File: config.mk
export PLATFORM = sky130hd
export DESIGN_NAME = controlador_memoria
export DESIGN_NICKNAME = d
export VERILOG_FILES = /design/src/rtl/memoria_pkg.sv /design/src/rtl/contador_espera.sv /design/src/rtl/controlador_memoria.sv
export SDC_FILE = /design/constraint.sdc
export NUM_CORES = 1
export LEC_CHECK = 0
export BUFFER_PORTS_ARGS = -buffer_cell sky130_fd_sc_hd__buf_2
export CAP_MARGIN = 10
export CORE_ASPECT_RATIO = 0.6
export CORE_MARGIN = 2
export CORE_UTILIZATION = 55
export CTS_CLUSTER_SIZE = 40
export DETAILED_ROUTE_END_ITERATION = 16
export GPL_ROUTABILITY_DRIVEN = 0
export PLACE_DENSITY_LB_ADDON = 0.1
export SKIP_CTS_REPAIR_TIMING = 1
export SLEW_MARGIN = 0
export SYNTH_ARGS = -nofsm -noshare
export SYNTH_HDL_FRONTEND = slang
export SYNTH_SLANG_ARGS = --single-unit
File: constraint.sdc
create_clock -name clock -period 4.5 [get_ports clock]
set_clock_uncertainty 0.1 [all_clocks]
set_input_delay 0.9 -clock clock [delete_from_list [all_inputs] [get_ports clock]]
set_output_delay 0.9 -clock clock [all_outputs]
set_load 0.02 [all_outputs]
File: src/rtl/memoria_pkg.sv
`default_nettype none
// ----------------------------------------------------------------------------
// memoria_pkg - shared widths, FSM states and request record for the
// cache-to-memory interface.  Revision: 1.0
// ----------------------------------------------------------------------------
package memoria_pkg;

  localparam int DATA_W = 3;
  localparam int ADDR_W = 4;

  typedef enum logic [1:0] {
    ST_IDLE = 2'd0,
    ST_WB   = 2'd1,
    ST_FILL = 2'd2,
    ST_RESP = 2'd3
  } state_t;

  typedef struct packed {
    logic              wb;
    logic [ADDR_W-1:0] wb_addr;
    logic [DATA_W-1:0] wb_data;
    logic              fill;
    logic [ADDR_W-1:0] fill_addr;
  } req_t;

endpackage
`default_nettype wire

File: src/rtl/contador_espera.sv
`default_nettype none
// ----------------------------------------------------------------------------
// contador_espera - memory-access wait counter shared by the WB and FILL phases.
// Revision: 1.0
// ----------------------------------------------------------------------------
module contador_espera #(
  parameter int LATENCY = 2
) (
  input  logic clock,
  input  logic reset_n,
  input  logic load,
  input  logic en,
  output logic done
);

  localparam int CNT_W = $clog2(LATENCY + 1);

  logic [CNT_W-1:0] count_d, count_q;

  // Saturates on the last wait cycle; the FSM reloads it on every state change.
  always_comb begin
    count_d = count_q;
    if (load) begin
      count_d = '0;
    end else if (en && !done) begin
      count_d = count_q + CNT_W'(1);
    end
  end

  always_ff @(posedge clock or negedge reset_n) begin
    if (!reset_n) begin
      count_q <= '0;
    end else begin
      count_q <= count_d;
    end
  end

  assign done = (count_q == CNT_W'(LATENCY - 1));

endmodule
`default_nettype wire

File: src/rtl/controlador_memoria.sv
`default_nettype none
// ----------------------------------------------------------------------------
// controlador_memoria - main-memory responder: optional writeback, optional
// fill, fixed access latency, valid/ready response.  Revision: 1.0
// ----------------------------------------------------------------------------
module controlador_memoria
  import memoria_pkg::*;
#(
  parameter int DEPTH   = 2 ** ADDR_W,
  parameter int LATENCY = 2
) (
  input  logic              clock,
  input  logic              reset_n,
  input  logic              req_valid,
  output logic              req_ready,
  input  logic              req_wb,
  input  logic [ADDR_W-1:0] req_wb_addr,
  input  logic [DATA_W-1:0] req_wb_data,
  input  logic              req_fill,
  input  logic [ADDR_W-1:0] req_fill_addr,
  output logic              resp_valid,
  input  logic              resp_ready,
  output logic [DATA_W-1:0] resp_data,
  output logic              busy
);

  state_t            state_d, state_q;
  req_t              req_d, req_q;
  logic [DATA_W-1:0] resp_data_d, resp_data_q;
  logic [DATA_W-1:0] mem_d [DEPTH];
  logic [DATA_W-1:0] mem_q [DEPTH];

  logic cnt_load;
  logic cnt_en;
  logic cnt_done;

  contador_espera #(
    .LATENCY (LATENCY)
  ) u_contador_espera (
    .clock   (clock),
    .reset_n (reset_n),
    .load    (cnt_load),
    .en      (cnt_en),
    .done    (cnt_done)
  );

  always_comb begin
    state_d     = state_q;
    req_d       = req_q;
    resp_data_d = resp_data_q;
    mem_d       = mem_q;
    cnt_en      = 1'b0;

    case (state_q)
      ST_IDLE: begin
        if (req_valid) begin
          req_d = '{wb:        req_wb,
                    wb_addr:   req_wb_addr,
                    wb_data:   req_wb_data,
                    fill:      req_fill,
                    fill_addr: req_fill_addr};
          // A request without a fill answers with zero, never stale data.
          resp_data_d = '0;
          if (req_wb) begin
            state_d = ST_WB;
          end else if (req_fill) begin
            state_d = ST_FILL;
          end else begin
            state_d = ST_RESP;
          end
        end
      end

      ST_WB: begin
        cnt_en = 1'b1;
        if (cnt_done) begin
          mem_d[req_q.wb_addr] = req_q.wb_data;
          state_d = req_q.fill ? ST_FILL : ST_RESP;
        end
      end

      ST_FILL: begin
        cnt_en = 1'b1;
        // The writeback committed on an earlier edge, so a same-address fill
        // already sees the evicted word here.
        if (cnt_done) begin
          resp_data_d = mem_q[req_q.fill_addr];
          state_d     = ST_RESP;
        end
      end

      ST_RESP: begin
        if (resp_ready) begin
          state_d = ST_IDLE;
        end
      end

      default: begin
        state_d = ST_IDLE;
      end
    endcase
  end

  // Every state change starts a fresh wait window.
  assign cnt_load = (state_d != state_q);

  always_ff @(posedge clock or negedge reset_n) begin
    if (!reset_n) begin
      state_q     <= ST_IDLE;
      req_q       <= '0;
      resp_data_q <= '0;
      for (int i = 0; i < DEPTH; i++) begin
        mem_q[i] <= DATA_W'(i);
      end
    end else begin
      state_q     <= state_d;
      req_q       <= req_d;
      resp_data_q <= resp_data_d;
      mem_q       <= mem_d;
    end
  end

  assign req_ready  = (state_q == ST_IDLE);
  assign resp_valid = (state_q == ST_RESP);
  assign busy       = (state_q != ST_IDLE);
  assign resp_data  = resp_data_q;

endmodule
`default_nettype wire

Word level (Yosys, flattened, before mapping)
Cells that the tools add are included.

Register bits: 67. Bits in latches: 0. Bits in writable memories: 0. ROM bits: 0. Input port bits: 17. Memories kept: 0.

$add $sub $neg: 1. $mul: 0. Div/mod/pow operators: 0. $lt $le $gt $ge: 3. Equality and inequality tests: 7. Shift operators: 0. Mux-type cells: 20. Bitwise operators: 2. Reduce and logical (&&, ||, !) cells: 11.

Operators by type and width (number): $bwmux 48 (1); $mux 3 (5); $mux 2 (7); $bmux 3 s4 (1); $demux 3 s4 (1); $ge 5x5->1 const B (2); $not 4->5 (2); $pmux 2 s4 (1); $pmux 3 s2 (1); $reduce_bool 2->1 (3); $lt 5x1->1 const B (1); $eq 2x1->1 const B (2); $eq 2x2->1 const B (2); $reduce_and 2->1 (2); $mux 1 (3); $reduce_and 3->1 (1); $add 2x1->2 const B (1); $logic_and 1x1->1 (2); $logic_not 2->1 (1); $ne 2x1->1 const B (1); $ne 2x2->1 (1); $ne 2x2->1 const B (1); $reduce_or 2->1 (1); $logic_not 1->1 (1).

Longest topological paths before layout
Word-level depth: 6. Gate-level depth with buffers: 7. Depth with buffers taken out: 6.

Modules after synthesis
A second synthesis with hierarchy kept.

Cell total of the unflattened synthesis: 231. Area total of the unflattened synthesis: 3320.7 µm².

By module, submodules not included: controlador_memoria (times used 1, cells an instance 221, area each 3206.8 µm², seq. area each 1656.6 µm²); contador_espera (times used 1, cells an instance 10, area each 113.9 µm², seq. area each 50.0 µm²).

Worst setup path before layout
OpenSTA, ideal clock, no wires.

Path type: register to output. Start: reg state_q[0]. End: out busy. Arrival: 1.255 ns. Data required time: 3.500 ns. Path slack: 2.245 ns. Cell stages (with the launch flop): 5. Cell sequence: dfrtp_1 > inv_1 > ha_1 > clkbuf_1 > inv_1.

Longest elaborated chain between the ends: 1.

Ends and longest elaborated chain: start: declaration (RTL line controlador_memoria.sv:27) `state_t state_d, state_q;`; start signal: assignment (RTL line controlador_memoria.sv:116) `state_q <= state_d;`; $reduce_bool 2->1 (RTL line controlador_memoria.sv:125) `assign busy = (state_q != ST_IDLE);`; end: declaration (RTL line controlador_memoria.sv:24) `output logic busy`.

Every way passes these cells.

Final worst setup path
Start: reg state_q[0]. End: out req_ready.

Longest elaborated chain between the ends: 1.

Ends and longest elaborated chain: $logic_not 2->1 (RTL line controlador_memoria.sv:123) `assign req_ready = (state_q == ST_IDLE);`; end: declaration (RTL line controlador_memoria.sv:15) `output logic req_ready,`.

Every way passes these cells.

==> summary.txt <==
Outcome
  – Outcome: finished clean

Logic synthesis
  – Share of synthesized cell area in and, or, nand and nor gates: 7.74%
  – Most repeated cell in the gate-level netlist after synthesis: sky130_fd_sc_hd__mux2_2
  – Adder-cell share of the synthesized area: 2.28%
  – Warnings, synthesis: 0
  – Top flip-flop cell by instance count after synthesis: sky130_fd_sc_hd__dfrtp_1
  – Main combinational cell family by area after synthesis: multiplexers
  – Sequential area share after synthesis: 51.7%
  – Post-synthesis async set-or-reset flop share: 100%
  – Post-Syn Instances: 233
  – Post-Synthesis Net Count: 256
  – Synthesized flop and latch total: 67
  – Xor and xnor fraction of the mapped netlist area: 0.265%
  – Most instantiated cells after synthesis: 66 x sky130_fd_sc_hd__mux2_2, 43 x sky130_fd_sc_hd__dfrtp_1, 24 x sky130_fd_sc_hd__dfstp_2
  – Compound-gate portion of the synthesized area: 3.72%
  – Multiplexer share of the synthesized area: 32.1%
  – EDFF count, synth: 0
  – Summed instance area of the synthesized netlist: 3300 µm²
  – Post-synth top area share: 32.6%
  – Leading post-synthesis cells by cell area: sky130_fd_sc_hd__dfrtp_1 33%, sky130_fd_sc_hd__mux2_2 23%, sky130_fd_sc_hd__dfstp_2 19%, sky130_fd_sc_hd__mux4_2 5.5%, sky130_fd_sc_hd__mux4_1 3.2%
  – Biggest area consumer among synthesized cells: sky130_fd_sc_hd__dfrtp_1
  – Mean Syn Cell Area: 14.2 µm²
  – Synth cell types: 37

Worst setup path
  – Largest driver fanout on the critical path: 10
  – Critical path start-end classification: reg2out
  – Chain of cells forming the critical path: inv_1 > ha_1 > buf_2
  – Largest stage delay on the critical path: 0.47 ns
  – Category of the worst setup path capture point: primary output
  – Required time at the worst-slack endpoint: 3.50 ns
  – Element type at the critical path start: flop
  – Worst-path cell with the longest stage delay: sky130_fd_sc_hd__dfrtp_1
  – Crit path arrival time: 1.56 ns

Floorplanning
  – Core Box Area: 5680 µm²
  – Overall die area: 6650 µm²
  – Initial Utilization: 58.1%
  – Die Ht: 64.0 µm
  – Boundary Pins: 23
  – Width of the die: 104 µm
  – Number of placement rows: 21

GRT
  – Initial antenna violation count: 0
  – GRT Residual Overflow: 0
  – Met3 usage in global routing: 6.22%
  – Maximum number of pins on one net before global-route repair: 45
  – Met1 capacity usage during global routing: 33.7%
  – Number of global-route vias before repair: 1,989
  – Met2 usage: 29.0%
  – First-pass GRT wire length: 10,700 µm
  – Busiest grt layer: met1
  – Total global routing track utilization: 21.8%

CTS
  – Maximum buffer depth of the clock tree: 2
  – H-tree Lvls: 3
  – Clock tree from TritonCTS: built
  – Sink count of the clock tree: 67
  – Clock-pin slew reported for the worst setup and hold paths after clock tree synthesis: 0.07 ns
  – CTS Root Cell: sky130_fd_sc_hd__clkbuf_8
  – Clock network latency to the later pin of the worst-skew pair: 0.34 ns
  – Clock buffer count from CTS: 9

Drt
  – Final Routed Wirelength: 6410 µm
  – Number of DRC violations after detailed routing: 0
  – Detailed router's first-iteration violation count: 79
  – Number of search-and-repair iterations in the first detailed-routing pass: 4
  – Total via count after detailed routing: 1,989
  – Final antenna-violating net count: 0
  – Average routed wire per standard cell: 18.7 µm
  – Via/cell ratio: 5.80

Timing
  – Actual transition at the worst max-transition pin: 0.995 ns
  – Final Max Slew Viols: 0
  – Final worst-path cycle share: 56.9%
  – Fmax: 0.391 GHz
  – Setup violation total in the final timing report: 0
  – Post-route minimum period: 2.56 ns
  – Total count of hold-check failures in the final report: 0
  – RSZ-0062 raised after global routing: false
  – Final TNS setup: 0 ns
  – Max_slew headroom: 33.7%

Final layout
  – Area growth syn-to-layout: 12.0%
  – Total number of nets in the final design: 281
  – Number of antenna diodes: 0
  – Final Core Density: 65.1%
  – Share of final-layout standard cells stronger than drive strength 1: 54.0%

Placed design
  – Sum of net half-perimeters after detailed placement: 4520 µm
  – Port buffer count: 22

Power and ir drop
  – Power Dens Cells: 633 nW/µm²
  – Static Leakage: 1.67 nW
  – Worst supply voltage drop on vdd: 0.000374 V
  – Overall Power: 0.00234 W

Flow run
  – Max-capacitance violation count: 0

Worst hold path
  – Worst hold path type: reg2reg
area by class of cell:
class | instances | area [µm²]
fillers | 440 | 1980
multi-input cells | 153 | 1520
inverters | 4 | 15.0
clock inverters | 5 | 83.8
flip-flops and latches | 67 | 1710
repair buffers | 23 | 118
clock buffers | 11 | 151
well taps | 80 | 100
critical path: cells and delay by family, from the launching register on:
kind                       cells  cell delay [ns]
adders and majority gates      1             0.35
buffers and inverters          2             0.40
DFF                            1             0.47
through the flow:
| stage | setup WS [ns] | hold WS, ns | cell area [µm²] | cells |
|---|---|---|---|---|
| global placement | 2.17 | 0.379 | 3460 | 327 |
| floorplan | 2.24 | 0.371 | 3300 | 233 |
| finish | 1.94 | 0.400 | 3690 | 343 |
| global route | 1.82 | 0.423 | 3690 | 343 |
| detailed placement | 2.12 | 0.386 | 3460 | 327 |
| CTS | 1.93 | 0.403 | 3690 | 343 |
layout by cell type, fill, tap and decap left out, types with 2 or more instances in the layout:
cell type                    instances
sky130_fd_sc_hd__buf_2              22
sky130_fd_sc_hd__ha_1                6
sky130_fd_sc_hd__nor3_1              2
sky130_fd_sc_hd__clkinvlp_4          2
sky130_fd_sc_hd__bufinv_16           2
sky130_fd_sc_hd__nand3_1             2
sky130_fd_sc_hd__or4_4               2
sky130_fd_sc_hd__nand2b_1            5
sky130_fd_sc_hd__nand2_1            13
sky130_fd_sc_hd__or2_2               2
sky130_fd_sc_hd__nand4b_1            2
sky130_fd_sc_hd__mux4_2              8
sky130_fd_sc_hd__nor2_1             12
sky130_fd_sc_hd__dfstp_2            24
sky130_fd_sc_hd__clkbuf_8           11
sky130_fd_sc_hd__dfrtp_1            43
sky130_fd_sc_hd__a22oi_1             3
sky130_fd_sc_hd__mux2_2             66
sky130_fd_sc_hd__a21oi_1             2
sky130_fd_sc_hd__o21ai_0             3
sky130_fd_sc_hd__mux2i_1             3
sky130_fd_sc_hd__inv_1               4
sky130_fd_sc_hd__or3_1               2
sky130_fd_sc_hd__o211ai_1            4
sky130_fd_sc_hd__mux4_1              4
final timing paths:
check                           start                      endpoint  slack (ns)  depth (start not counted)
max reg2reg                state_q[0]  u_contador_espera.count_q[1]        2.13                          6
max                        state_q[0]                     req_ready        1.94                          3
min reg2reg                 mem_q[21]                     mem_q[21]        0.40                          1
min                         mem_q[21]                     mem_q[21]        0.40                          1
min in group asynchronous     reset_n  u_contador_espera.count_q[1]        0.60                          1
max in group asynchronous     reset_n                     mem_q[37]        2.73                          2
routing by layer:
metal / wire (µm) / share of wire [%]
met4: 76 / 1.2
met2: 2490 / 39
met3: 283 / 4.4
met5: 0 / 0
met1: 3570 / 56
cells by family after synthesis:
group,count (synthesis)
compound gates,17
mux,81
simple gates,48
flops,67
fa+ha+maj,6
xor+xnor,1
buf+inv,13
registers in the layout, indices dropped and copies added (netlist names):
signal / flops
mem_q: 48
req_q: 12
resp_data: 3
state_q: 2
u_contador_espera.count_q: 2
power by group:
part | switching [W] | internal (W) | total, W
Sequential | 0.000265 | 0.000829 | 0.00109
Clock | 0.000233 | 0.000344 | 0.000577
Combinational | 0.000281 | 0.000385 | 0.000666
(Power assumes the default switching activity.)
